[src/rtl/multicycle_ctrl_fsm.sv]
// rtl/multicycle_ctrl_fsm.sv - multicycle RV32I sequencing controller with memory wait/timeout guard
// Optional macro ILLEGAL_TRAP_EN: unrecognised opcodes halt instead of executing as a NOP.
module multicycle_ctrl_fsm #(
    parameter int MAX_WAIT = 15,
    parameter int WAIT_W   = 8
) (
    input  logic       clk,
    input  logic       reset,
    input  logic [6:0] op,
    input  logic [2:0] funct3,
    input  logic       funct7b5,
    input  logic       zero,
    input  logic       mem_ready,
    output logic       mem_req,
    output logic       AdrSrc,
    output logic       MemWrite,
    output logic       IRWrite,
    output logic       PCWrite,
    output logic       RegWrite,
    output logic [1:0] ResultSrc,
    output logic [1:0] ALUSrcA,
    output logic [1:0] ALUSrcB,
    output logic [1:0] ImmSrc,
    output logic [2:0] ALUControl,
    output logic       bus_err,
    output logic       halted
);

    localparam logic [6:0] OP_LW   = 7'b0000011;
    localparam logic [6:0] OP_SW   = 7'b0100011;
    localparam logic [6:0] OP_R    = 7'b0110011;
    localparam logic [6:0] OP_I    = 7'b0010011;
    localparam logic [6:0] OP_BEQ  = 7'b1100011;
    localparam logic [6:0] OP_JAL  = 7'b1101111;

    localparam logic [2:0] ALU_ADD = 3'b000;
    localparam logic [2:0] ALU_SUB = 3'b001;
    localparam logic [2:0] ALU_AND = 3'b010;
    localparam logic [2:0] ALU_OR  = 3'b011;
    localparam logic [2:0] ALU_SLT = 3'b101;

    localparam logic [WAIT_W-1:0] WAIT_LIMIT = WAIT_W'(MAX_WAIT);

    typedef enum logic [3:0] {
        S_FETCH, S_DECODE, S_MEMADR, S_MEMREAD, S_MEMWB, S_MEMWRITE,
        S_EXECR, S_EXECI, S_ALUWB, S_BEQ, S_JAL, S_HALT
    } state_t;

    state_t            state, next_state;
    logic [WAIT_W-1:0] wait_cnt;
    logic              in_access;
    logic              timeout;
    logic [2:0]        alu_dec;

    assign in_access = (state == S_FETCH) || (state == S_MEMREAD) || (state == S_MEMWRITE);
    // A completing access in the limit cycle is not a timeout.
    assign timeout   = in_access && !mem_ready && (wait_cnt == WAIT_LIMIT);

    always_ff @(posedge clk) begin
        if (reset) begin
            state    <= S_FETCH;
            wait_cnt <= '0;
            bus_err  <= 1'b0;
        end else begin
            state <= next_state;
            if (in_access && !mem_ready && !timeout)
                wait_cnt <= wait_cnt + 1'b1;
            else
                wait_cnt <= '0;
            if (timeout)
                bus_err <= 1'b1;
        end
    end

    always_comb begin
        next_state = state;
        case (state)
            S_FETCH: begin
                if (mem_ready)    next_state = S_DECODE;
                else if (timeout) next_state = S_HALT;
            end
            S_DECODE: begin
                case (op)
                    OP_LW, OP_SW: next_state = S_MEMADR;
                    OP_R:         next_state = S_EXECR;
                    OP_I:         next_state = S_EXECI;
                    OP_BEQ:       next_state = S_BEQ;
                    OP_JAL:       next_state = S_JAL;
`ifdef ILLEGAL_TRAP_EN
                    default:      next_state = S_HALT;
`else
                    default:      next_state = S_FETCH;
`endif
                endcase
            end
            S_MEMADR:   next_state = op[5] ? S_MEMWRITE : S_MEMREAD;
            S_MEMREAD: begin
                if (mem_ready)    next_state = S_MEMWB;
                else if (timeout) next_state = S_HALT;
            end
            S_MEMWB:    next_state = S_FETCH;
            S_MEMWRITE: begin
                if (mem_ready)    next_state = S_FETCH;
                else if (timeout) next_state = S_HALT;
            end
            S_EXECR, S_EXECI: next_state = S_ALUWB;
            S_ALUWB:    next_state = S_FETCH;
            S_BEQ:      next_state = S_FETCH;
            S_JAL:      next_state = S_ALUWB;
            S_HALT:     next_state = S_HALT;
            default:    next_state = S_FETCH;
        endcase
    end

    // funct7b5 only selects sub for register-register ops (op[5] set).
    always_comb begin
        case (funct3)
            3'b000:  alu_dec = (op[5] && funct7b5) ? ALU_SUB : ALU_ADD;
            3'b010:  alu_dec = ALU_SLT;
            3'b110:  alu_dec = ALU_OR;
            3'b111:  alu_dec = ALU_AND;
            default: alu_dec = ALU_ADD;
        endcase
    end

    always_comb begin
        mem_req    = 1'b0;
        AdrSrc     = 1'b0;
        MemWrite   = 1'b0;
        IRWrite    = 1'b0;
        PCWrite    = 1'b0;
        RegWrite   = 1'b0;
        ResultSrc  = 2'b00;
        ALUSrcA    = 2'b00;
        ALUSrcB    = 2'b00;
        ImmSrc     = 2'b00;
        ALUControl = ALU_ADD;
        halted     = (state == S_HALT);
        if (!reset) begin
            case (state)
                S_FETCH: begin
                    mem_req   = 1'b1;
                    ALUSrcB   = 2'b10;
                    ResultSrc = 2'b10;
                    IRWrite   = mem_ready;
                    PCWrite   = mem_ready;
                end
                S_DECODE: begin
                    ALUSrcA = 2'b01;
                    ALUSrcB = 2'b01;
                    ImmSrc  = 2'b10;
                end
                S_MEMADR: begin
                    ALUSrcA = 2'b10;
                    ALUSrcB = 2'b01;
                    ImmSrc  = op[5] ? 2'b01 : 2'b00;
                end
                S_MEMREAD: begin
                    mem_req = 1'b1;
                    AdrSrc  = 1'b1;
                end
                S_MEMWB: begin
                    ResultSrc = 2'b01;
                    RegWrite  = 1'b1;
                end
                S_MEMWRITE: begin
                    mem_req  = 1'b1;
                    AdrSrc   = 1'b1;
                    MemWrite = 1'b1;
                end
                S_EXECR: begin
                    ALUSrcA    = 2'b10;
                    ALUControl = alu_dec;
                end
                S_EXECI: begin
                    ALUSrcA    = 2'b10;
                    ALUSrcB    = 2'b01;
                    ALUControl = alu_dec;
                end
                S_ALUWB: RegWrite = 1'b1;
                S_BEQ: begin
                    ALUSrcA    = 2'b10;
                    ALUControl = ALU_SUB;
                    PCWrite    = zero;
                end
                S_JAL: begin
                    ALUSrcA = 2'b01;
                    ALUSrcB = 2'b10;
                    PCWrite = 1'b1;
                end
                default: ;
            endcase
        end
    end

endmodule

[config.mk]
export PLATFORM = sky130hd
export DESIGN_NAME = multicycle_ctrl_fsm
export DESIGN_NICKNAME = d
export VERILOG_FILES = /design/src/rtl/multicycle_ctrl_fsm.sv
export SDC_FILE = /design/constraint.sdc
export NUM_CORES = 1
export LEC_CHECK = 0
export CAP_MARGIN = 25
export CORE_ASPECT_RATIO = 1.25
export CORE_MARGIN = 4
export CORE_UTILIZATION = 48
export CTS_CLUSTER_DIAMETER = 120
export CTS_CLUSTER_SIZE = 8
export DETAILED_ROUTE_END_ITERATION = 7
export GPL_ROUTABILITY_DRIVEN = 0
export PLACE_DENSITY = 0.83
export SYNTH_ARGS = -nofsm -noshare
export SYNTH_HDL_FRONTEND = slang
export SYNTH_SLANG_ARGS = --single-unit
export TNS_END_PERCENT = 1
[constraint.sdc]
create_clock -name clk -period 2.6 [get_ports clk]
set_input_delay 0.65 -clock clk [delete_from_list [all_inputs] [get_ports clk]]
set_output_delay 0.65 -clock clk [all_outputs]
set_load 0.02 [all_outputs]
==> out/qor.yml <==
floorplanning:
  io_pins: 34
  row_count: 18
  die_y_um: 59.53
  dieArea_mm2: 0.002930
  initial_core_util: 0.5087
  die_w_um: 49.23
  core_area_mm2: 0.002004
worst_setup_path:
  end_kind: "primary output"
  worstSetupPathType: "in -> out"
  worstSetupStartpointType: "input pin"
  cpPeakStageDelay_ns: 0.47
  cp.required_ns: 1.95
  path_cells: "clkdlybuf4s50_1, nor4b_2, and2_1, dlygate4sd2_1"
  cp.arrival_ns: 1.92
  cp_slowest_cell: "clkdlybuf4s50_1"
  cp_max_fo: 4
pwr:
  internal-power_uw: 322.6
  comb_power_share: 0.269
  seq_power_share: 0.459
  irDropWorstVdd_mv: 0.3673
  p_sw_uw: 127.0
  sw_frac_of_total: 0.2824
  clock_power_share: 0.272
  pwr_density_cell_mw_per_mm2: 315.1
  leakagePower_uw: 0.0005701
clock_tree:
  clk_latency_ns: 0.27
  path_clk_slew_ns: 0.07
  clock-sinks: 13
  cts_max_path_buffers: 2
  cts_tree: "yes"
  htree_levels: 1
  cts_buffers: 3
  ctsHoldBuffers: 0
  cts_root_buf: "clkbuf_4"
timing:
  period_needed_ns: 2.568
  final_max_slew_viol_count: 0
  worst_pin_slew_ns: 0.5116
  tns_ns: 0
  period_share: 0.9876
  setup_violations: 0
  timing.final.ws_setup_ns: 0.03229
  fin_skew_ns: 0.008968
  hold_viol_final: 0
  rsz0062_at_grt: "true"
  fmax_ghz: 0.3895
  max_slew_margin: 0.6558
run_status:
  outcome: "finished, final reports clean"
global_route:
  grt_max_degree: 23
  grt_use_total: 0.2060
  grt_pass1_vias: 1160
  grt.overflow.total: 0
  antenna_found_initial: 0
  grt_pass1_wl_um: 4781
detailed_routing:
  final_antenna_net_count: 0
  first_pass_iters: 5
  drt_wl_total_um: 2779
  wl_per_cell_um: 13.76
  drcViolationCount: 0
  drt-initial-drc-count: 44
  vias: 1152
  vias_per_cell: 5.703
synthesis:
  synth_seq_cells: 13
  ys_seq_area_frac: 0.2552
  synth.net_count: 157
  synth_cell_types: 37
  yosysWarnings: 0
  synth.area.top_cells: "dfxtp_1 (26%), nor2_1 (8.1%), xnor2_1 (6.0%)"
  yosys.area.top_type: "dfxtp_1"
  synth_top_area_frac: 0.2552
  avgSynthCellArea_um2: 7.232
  syn_area_mm2: 0.001020
  synth_cells: 141
cells_and_area:
  fill_cells: 187
  layout-drive-gt1-share: 0.1703
  postLayoutCoreUtil: 0.7116
  multiInputGateArea_um2: 700.7
  areaGrowthSynthToFinish_pct: 39.88
  seq_area_um2: 262.8
  n_antenna_cell: 0
  fin_nets: 199
place:
  dp_hpwl_um: 2282
  pre_cts_ws_ns: -0.3937
  port-buffer-count: 33
flow_run:
  max-cap-violations: 0
min_path:
  hold_class: "reg -> reg"
==> cells by family after synthesis <==
family                     share of synthesized area
and+or+nand+nor                               0.3926
AOI/OAI and AO/OA                             0.1804
muxes                                       0.009816
xor gates and xnor gates                     0.08590
adders and majority gates                    0.01227
DFF                                           0.2552
buffers and inverters                        0.06380
==> final cells by class <==
| cell class | instances | area share |
|---|---|---|
| flip-flops and latches | 13 | 0.1842 |
| repair buffers | 46 | 0.2781 |
| multi-input cells | 115 | 0.4912 |
| well taps | 20 | 0.01754 |
| clock buffers | 4 | 0.01842 |
| inverters | 4 | 0.01053 |
==> state kept, by name (all words and copies together) (netlist names) <==
| name | cells |
|---|---|
| state | 4 |
| bus_err | 1 |
| wait_cnt | 8 |
==> synth_stat cells, drive strengths merged <==
| cell | number |
|---|---|
| o221ai | 1 |
| nor3 | 9 |
| nand4 | 2 |
| xor2 | 3 |
| a22oi | 1 |
| o21ai | 5 |
| nand2 | 10 |
| nand2b | 6 |
| xnor2 | 7 |
| o21a | 1 |
| a211oi | 2 |
| nand4b | 1 |
| or3b | 1 |
| nand3 | 4 |
| clkbuf | 3 |
| a21oi | 8 |
| nor2b | 5 |
| o21bai | 2 |
| a21o | 3 |
| ha | 1 |
| dfxtp | 13 |
| a31oi | 3 |
| inv | 4 |
| nor4b | 2 |
| mux2i | 1 |
| or3 | 2 |
| nand3b | 2 |
| a31o | 1 |
| or2 | 2 |
| buf | 6 |
| nor2 | 22 |
| o21ba | 1 |
| and2 | 2 |
| nor4 | 5 |
==> repair_timing <==
item / CTS / global route
gates cloned: 0 / 0
setup buffers: 0 / 0
gates resized for setup: 20 / 20
setup endpoints to repair: 17 / 10
==> cell usage in the layout, fill, tap and decap left out, types with 7 or more instances in the layout <==
master,n
a21oi_1,8
dlygate4sd2_1,9
clkdlybuf4s50_1,16
dfxtp_1,11
xnor2_1,7
nor3_1,9
nand2_1,10
nor2_1,22
buf_4,12
==> worst paths after layout <==
path / start / end / slack [ns] / cells after the start
max: reset / IRWrite / 0.03 / 4
min: wait_cnt[0] / wait_cnt[0] / 0.46 / 1
max reg2reg: state[1] / wait_cnt[2] / 0.84 / 6
min reg2reg: wait_cnt[0] / wait_cnt[0] / 0.46 / 1
==> per-stage QoR <==
step / cells / total power, uW / hold slack (ns) / area [um2]
2_1_floorplan: 141 / 273.8 / 0.4179 / 1020
3_3_place_gp: 198 / 335.0 / 0.4275 / 1435
4_1_cts: 202 / 453.9 / 0.4591 / 1449
5_1_grt: 202 / 476.9 / 0.4923 / 1426
3_5_place_dp: 198 / 339.0 / 0.4466 / 1435
6_report: 202 / 449.5 / 0.4566 / 1426
==> worst max-delay path: cells and delay by family <==
family	cells	cell delay, ns
simple gates	2	0.46
buf+inv	2	0.80
==> power by group through the flow <==
| stage | clock network, uW | registers [uW] | logic [uW] |
|---|---|---|---|
| after floorplan | 0 | 210 | 63.7 |
| after global placement | 0 | 211 | 124 |
| after detailed placement | 0 | 211 | 128 |
| after CTS | 125 | 206 | 123 |
| after global routing | 138 | 207 | 132 |
| final | 122 | 206 | 121 |
==> per-layer routing <==
metal | wire [um] | vias to the layer above | track usage
li1 | - | 574 | -
met1 | 1148 | 535 | 0.2292
met2 | 1498 | 41 | 0.3985
met3 | 123 | 2 | 0.04030
met4 | 9 | 0 | 0.04878
met5 | 0 | - | 0
Power figures use the tool's default switching activity.
